$ cat src/rtl/compare_select_pkg.sv
// Shared stage record and tree sizing helpers for the compare/select pipe.
// Records are sized for the widest legal element and index.
package compare_select_pkg;

  localparam int MAX_W   = 64;
  localparam int MAX_PTR = 6;

  typedef struct packed {
    logic               valid;
    logic               eligible;
    logic [MAX_PTR-1:0] ptr;
    logic [MAX_W-1:0]   value;
  } stage_rec_t;

  function automatic int level_count(input int n);
    return (n < 2) ? 1 : $clog2(n);
  endfunction

  function automatic int nodes_at(input int n, input int k);
    int c;
    c = n;
    for (int i = 0; i < k; i++) c = (c + 1) / 2;
    return c;
  endfunction

endpackage

$ cat src/rtl/compare_select_node.sv
// Two-input eligible max; equal values resolve to the lower index.
// COMPARE_SELECT_SIGNED_EN selects two's-complement comparison.
module compare_select_node
  import compare_select_pkg::*;
(
  input  stage_rec_t a,
  input  stage_rec_t b,
  output stage_rec_t y
);

  logic gt;
  logic eq;
  logic a_wins;

  // Pick the eligible larger value, lowest index on a tie.
  always_comb begin
`ifdef COMPARE_SELECT_SIGNED_EN
    gt = $signed(a.value) > $signed(b.value);
`else
    gt = a.value > b.value;
`endif
    eq = a.value == b.value;
    a_wins = a.eligible &
             (~b.eligible | gt | (eq & (a.ptr <= b.ptr)));
    y = '0;
    if (a_wins) y = a;
    else if (b.eligible) y = b;
    y.valid = a.valid & b.valid;
  end

endmodule

$ cat src/rtl/pipelined_compare_select.sv
// Pipelined eligible-max tree, one register stage per level.
// COMPARE_SELECT_SIGNED_EN: compare elements as signed values.
module pipelined_compare_select
  import compare_select_pkg::*;
#(
  parameter int NUM_ELEMENTS  = 8,
  parameter int ELEMENT_WIDTH = 8,
  parameter int PTR_WIDTH     = $clog2(NUM_ELEMENTS)
) (
  input  logic                                  clk_in,
  input  logic                                  reset_n_in,
  input  logic                                  in_valid_in,
  output logic                                  in_ready_out,
  input  logic [NUM_ELEMENTS-1:0]               condition_in,
  input  logic [NUM_ELEMENTS*ELEMENT_WIDTH-1:0] elements_in,
  output logic                                  out_valid_out,
  input  logic                                  out_ready_in,
  output logic                                  found_out,
  output logic [PTR_WIDTH-1:0]                  selected_ptr_out,
  output logic [ELEMENT_WIDTH-1:0]              selected_value_out
);

  localparam int N = NUM_ELEMENTS;
  localparam int W = ELEMENT_WIDTH;
  localparam int L = level_count(N);

  stage_rec_t lv_in [L][N];
  stage_rec_t nx    [L][N];
  stage_rec_t st    [1:L][N];
  logic [L:1] ld;
  logic       acc;
  logic       unused_hi;

  function automatic logic [MAX_W-1:0] extend(
    input logic [W-1:0] e
  );
    logic [MAX_W-1:0] r;
`ifdef COMPARE_SELECT_SIGNED_EN
    r = {MAX_W{e[W-1]}};
`else
    r = '0;
`endif
    r[W-1:0] = e;
    return r;
  endfunction

  // Stage loads when it or any later stage has room.
  always_comb begin
    ld  = '0;
    acc = out_ready_in;
    for (int k = L; k >= 1; k--) begin
      acc   = acc | ~st[k][0].valid;
      ld[k] = acc;
    end
  end

  assign in_ready_out = ld[1];

  // Level inputs: leaf records, then the stage registers.
  always_comb begin
    for (int k = 0; k < L; k++)
      for (int j = 0; j < N; j++) lv_in[k][j] = '0;
    for (int i = 0; i < N; i++) begin
      lv_in[0][i].valid = in_valid_in;
      if (in_valid_in && condition_in[i]) begin
        lv_in[0][i].eligible = 1'b1;
        lv_in[0][i].ptr      = MAX_PTR'(i);
        lv_in[0][i].value    = extend(elements_in[i*W +: W]);
      end
    end
    for (int k = 1; k < L; k++)
      for (int j = 0; j < N; j++) lv_in[k][j] = st[k][j];
  end

  for (genvar k = 0; k < L; k++) begin : g_lvl
    localparam int NK = nodes_at(N, k);
    localparam int H  = (NK + 1) / 2;
    for (genvar j = 0; j < N; j++) begin : g_slot
      if (j + H < NK) begin : g_pair
        compare_select_node u_node (
          .a (lv_in[k][j]),
          .b (lv_in[k][j+H]),
          .y (nx[k][j])
        );
      end else if (j < H) begin : g_pass
        assign nx[k][j] = lv_in[k][j];
      end else begin : g_zero
        assign nx[k][j] = '0;
      end
    end
  end

  // Stage registers advance together under the load chain.
  always_ff @(posedge clk_in or negedge reset_n_in) begin
    if (!reset_n_in) begin
      for (int k = 1; k <= L; k++)
        for (int j = 0; j < N; j++) st[k][j] <= '0;
    end else begin
      for (int k = 1; k <= L; k++)
        if (ld[k])
          for (int j = 0; j < N; j++) st[k][j] <= nx[k-1][j];
    end
  end

  assign out_valid_out      = st[L][0].valid;
  assign found_out          = st[L][0].eligible;
  assign selected_ptr_out   = st[L][0].ptr[PTR_WIDTH-1:0];
  assign selected_value_out = st[L][0].value[W-1:0];
  assign unused_hi          = ^{st[L][0].ptr, st[L][0].value};

endmodule

$ cat config.mk
export PLATFORM = sky130hd
export DESIGN_NAME = pipelined_compare_select
export DESIGN_NICKNAME = d
export VERILOG_FILES = /design/src/rtl/compare_select_pkg.sv /design/src/rtl/compare_select_node.sv /design/src/rtl/pipelined_compare_select.sv
export SDC_FILE = /design/constraint.sdc
export NUM_CORES = 1
export LEC_CHECK = 0
export CORE_ASPECT_RATIO = 1.4
export CORE_MARGIN = 4
export CORE_UTILIZATION = 42
export DETAILED_ROUTE_END_ITERATION = 10
export DONT_BUFFER_PORTS = 1
export GPL_TIMING_DRIVEN = 0
export REMOVE_ABC_BUFFERS = 1
export SKIP_LAST_GASP = 1
export SYNTH_ARGS = -nofsm -noshare
export SYNTH_HDL_FRONTEND = slang
export SYNTH_HIERARCHICAL = 1
export SYNTH_SLANG_ARGS = --single-unit
$ cat constraint.sdc
create_clock -name clk_in -period 4.22 [get_ports clk_in]
set_input_delay 0.422 -clock clk_in [delete_from_list [all_inputs] [get_ports clk_in]]
set_output_delay 0.422 -clock clk_in [all_outputs]
set_load 0.05 [all_outputs]
==> flow_summary.ini, run 1 <==
[grt]
grt_use_met2_pct = 32.9
grt_pass1_wl_mm = 151
busiest_layer = met2
grt_pass1_vias = 29989
use_met1_pct = 22.1
antenna_found_initial = 4
grtUsageTotal_pct = 17.8
grt_start_max_net_pins = 446
grt_util_met3_pct = 1.99
gr-total-overflow = 0

[sta]
fmax_mhz = 260
relSlewSlack_pct = 8.08
period_share_pct = 91.3
rsz0062_at_grt = no
worst_pin_slew_ns = 1.38
finalCriticalPeriod_ns = 3.85
setup_viol = 0
final.setup_skew_ns = 0.0193
slew_viol_final = 0
hold_viol = 445
holdWs_ns = -0.442

[flow_run]
cap_violations = 0

[synth]
avgSynthCellArea_um2 = 10.5
yosys_warnings = 6
syn_area_mm2 = 0.0408
syn_inst = 3893

[placed_design]
dpl.hpwl_mm = 68.6
gp_congestion = 0.778
io_buffers = 0

[worst_setup_path]
path_class = reg2reg
critPathArrivalTime_ns = 4.32
r2r_slack_ns = 0.37
end_kind = flop
crit_required_ns = 4.69
cp-start-kind = flop
crit_fanout = 10

[cells_and_area]
syn2layout_area_growth_pct = 17.8
ff_latch_area_mm2 = 0.0111
final_common_cell = conb_1
layout_common_cells = conb_1 (968), nand2_1 (522), inv_1 (504), ha_1 (490), dfrtp_1 (445)
fin_nets = 5418
drive_gt1_share_pct = 24.0
multi_input_area_mm2 = 0.0297
fillerInstances = 8969

[power_and_ir_drop]
p_leak_nw = 23.1
finalPower_mw = 15.0
ir_worst_vdd_v = 0.000288
p_per_area_mw_per_mm2 = 312

[hold_path]
hold_path.class = in2async

[route]
dr.pass1.iters = 4
num_vias = 29303
drcViolationCount = 0
vias_per_cell = 4.74
drtAntennaViolNets = 0
drt_iter0_drc = 1188
routed_wl_mm = 90.0
routedWlPerCell_um = 14.5

[die]
die-area_mm2 = 0.102
coreArea_mm2 = 0.0959
ios = 90
dieHeight_um = 377
start_util_pct = 42.5
rows = 134
die_w_um = 271

[clock_tree]
clk_pin_slew_ns = 0.06
clk_path_buf_depth = 3
clkSinkCount = 445
cts_setup_buffers = 0
cts-root-buf = clkbuf_16
cts_buffers = 53
cts_resized = 0
cts_tree = built
htreeDepth = 2
clock_latency_ns = 0.60

[status]
status = finished, violations left
violations = negative hold slack
## cell type report
cell class	instances	share of cell area (%)
repair buffers	133	3.81
clock buffers	68	3.07
multi-input cells	3715	61.8
inverters	504	3.94
clock inverters	28	0.829
well taps	1292	3.37
diodes	2	0.0104
flip-flops and latches	445	23.2
## layer usage
metal,wire [um],vias to the layer above
li1,-,14945
met1,39700,13966
met2,45800,281
met3,2440,107
met4,2010,4
met5,27,-
## state kept, by name, indices dropped and copies added, names as in the netlist
signal / cells
selected_value_out: 8
selected_ptr_out: 3
lv_in: 432
out_valid_out: 1
found_out: 1
## through the flow
stage | setup TNS, ns | util [%] | cell area (um^2) | cells | setup slack [ns]
floorplan | -3314.10 | - | 42700 | 4664 | -12.37
global placement | -5513.51 | 46.2 | 44300 | 5956 | -19.50
detailed placement | 0 | 48.1 | 46100 | 6089 | 0.394
CTS | 0 | 50.1 | 48000 | 6185 | 0.364
global route | 0 | 50.1 | 48000 | 6187 | 0.227
finish | 0 | 50.1 | 48000 | 6187 | 0.368
## where the power goes
group	total, mW	internal [mW]	switching, mW
clock	4.94	3.01	1.93
sequential	5.22	4.75	0.463
combinational	4.81	2.17	2.64
## worst max-delay path, stage by stage, from the launching register on
cell	delay [ns]
dfrtp_1	0.40
inv_1	0.06
ha_1	0.29
a21o_1	0.19
nand3_1	0.09
a21oi_1	0.10
a2111oi_4	0.48
nand3b_2	0.26
nor4_4	0.86
buf_8	0.25
buf_6	0.20
buf_8	0.18
o2bb2ai_2	0.09
mux2_2	0.26
## final timing paths
check | start | end | depth (start not counted)
hold reg to reg | lv_in[1079] | lv_in[1079] | 1
max in group asynchronous | reset_n_in | lv_in[957] | 0
hold / removal | reset_n_in | lv_in[1133] | 0
setup reg to reg | lv_in[993] | lv_in[565] | 13
min in group clk_in | in_valid_in | lv_in[1151] | 2
setup / recovery | lv_in[993] | lv_in[565] | 13
No activity file was read; power rests on OpenSTA's default activity.
==> run 2, diff against run 1 <==
- CORE_UTILIZATION: 42 -> 60
- PLACE_DENSITY: default -> 0.76
==> run 2 against run 1 <==
Non-clock buffer count down 8. Clock skew down 0.0043 ns. Clock power down 9.5%. Die area down 29%. Sequential share of layout area up 0.42 points. Critical endpoint is now lv_in[564]. The run still ends with negative hold slack left.
==> flow_summary.ini, run 2 (synthesized netlist as in run 1, its figures left out) <==
[placed_design]
dp_slack_ns = 0.308
dpl.hpwl_mm = 68.3
placed_cells = 5644
io_buffers = 0
gp_congestion = 0.848

[sta]
period_share_pct = 94.0
slew_viol_final = 0
fmax_mhz = 252
final.setup_skew_ns = 0.0150
hold_viol = 445
worst_pin_slew_ns = 1.21
setup_viol = 0
rsz0062_at_grt = no
finalCriticalPeriod_ns = 3.97
relSlewSlack_pct = 19.3
fin_ws_ns = 0.251
holdWs_ns = -0.466

[cells_and_area]
fin_nets = 5406
syn2layout_area_growth_pct = 15.7
drive_gt1_share_pct = 23.6
layout_common_cells = conb_1 (968), nand2_1 (522), inv_1 (504), ha_1 (490), dfrtp_1 (445)
largest_reg_flops = 432
fillerInstances = 4980
instances_no_fill = 5730
num_antenna_cells = 0
final_common_cell = conb_1

[worst_setup_path]
cp_cell_sequence = inv_1 -> ha_1 -> a21o_1 -> nand3_1 -> a21oi_1 -> a2111oi_4 -> nand3b_2 -> nor4_4 -> buf_6 -> buf_8 -> buf_6 -> buf_8 -> o2bb2ai_2 -> mux2_2
crit_required_ns = 4.69
critPathArrivalTime_ns = 4.44
r2r_start = lv_in[993]
path_class = reg2reg
path_buf_inv = 5
worst_r2r_endpoint = lv_in[564]
crit_family = simple AND/OR/NAND/NOR gates
cp-start-kind = flop
reg2reg_depth = 14
slowest_delay_ns = 0.83
startpoint = lv_in[993]
r2r_slack_ns = 0.25
crit_fanout = 11
end_kind = flop
crit_slowest_cell = nor4_4

[die]
start_util_pct = 60.8
coreArea_mm2 = 0.0670
die_w_um = 228
dieHeight_um = 316
die-area_mm2 = 0.0722
rows = 112
ios = 90

[clock_tree]
cts-root-buf = clkbuf_16
clk_path_buf_depth = 3
clkSinkCount = 445
cts_tree = built
cts_setup_buffers = 0
cts_buffers = 49
clock_latency_ns = 0.59
cts_resized = 0
clk_pin_slew_ns = 0.06
htreeDepth = 2

[route]
routedWlPerCell_um = 15.9
routed_wl_mm = 91.3
dr.pass1.iters = 5
drcViolationCount = 0
drtAntennaViolNets = 0
vias_per_cell = 5.26
drt_iter0_drc = 1422
num_vias = 30168

[power_and_ir_drop]
p_leak_nw = 23.0
finalPower_mw = 14.6
p_per_area_mw_per_mm2 = 309
ir_worst_vdd_v = 0.000287

[grt]
gr-total-overflow = 0
grt_pass1_vias = 31443
antenna_found_initial = 4
grtUsageTotal_pct = 25.4
grt_pass1_wl_mm = 154
grt_start_max_net_pins = 446

[hold_path]
hold_path.class = in2async

[status]
status = finished, violations left
violations = negative hold slack

[flow_run]
cap_violations = 0
[run 2: cell count changes in the layout (fill, tap and decap cells not counted), moves of 3 or more]
cell / change
buf_6: -18
buf_8: +12
bufinv_16: -4
clkbuf_1: +3
clkinv_2: +3
clkinv_4: -4
clkinvlp_4: -6
[run 2: worst max-delay path by stage]
stage	endpoint	slack [ns]	cells after the start
global route	lv_in[564]	0.09	13
floorplan	lv_in[1006]	-12.37	2
global placement	lv_in[1146]	-18.75	2
CTS	lv_in[564]	0.30	14
finish	lv_in[564]	0.25	14
detailed placement	lv_in[564]	0.31	14
[run 2: power by group]
group          total (mW)  internal (mW)  switching, mW  leakage (nW)
Sequential           5.25           4.75          0.492          5.84
Clock                4.47           2.64           1.82         0.815
Combinational        4.88           2.18           2.69          16.4
Total                14.6           9.58           5.01          23.0
[run 2: layout make-up]
class | count | area [um^2] | area share, %
well taps | 855 | 1070 | 2.27
repair buffers | 125 | 1760 | 3.73
clock buffers | 68 | 1420 | 3.01
clock inverters | 18 | 221 | 0.470
flip-flops and latches | 445 | 11100 | 23.6
inverters | 504 | 1890 | 4.01
multi-input cells | 3715 | 29700 | 62.9
[run 2: per-stage QoR]
step	TNS [ns]	util, %	instance area, um^2
2_1_floorplan	-3314.10	-	42700
3_3_place_gp	-5287.81	65.3	43700
3_5_place_dp	0	68.0	45500
4_1_cts	0	70.4	47200
5_1_grt	0	70.4	47200
6_report	0	70.4	47200
[run 2: metal layers]
layer | GRT usage [%] | vias to the layer above | share of wire [%]
li1 | - | 14896 | -
met1 | 29.5 | 14732 | 41
met2 | 48.4 | 348 | 53
met3 | 2.68 | 184 | 2.7
met4 | 9.19 | 8 | 3.7
met5 | 0 | - | 0.048
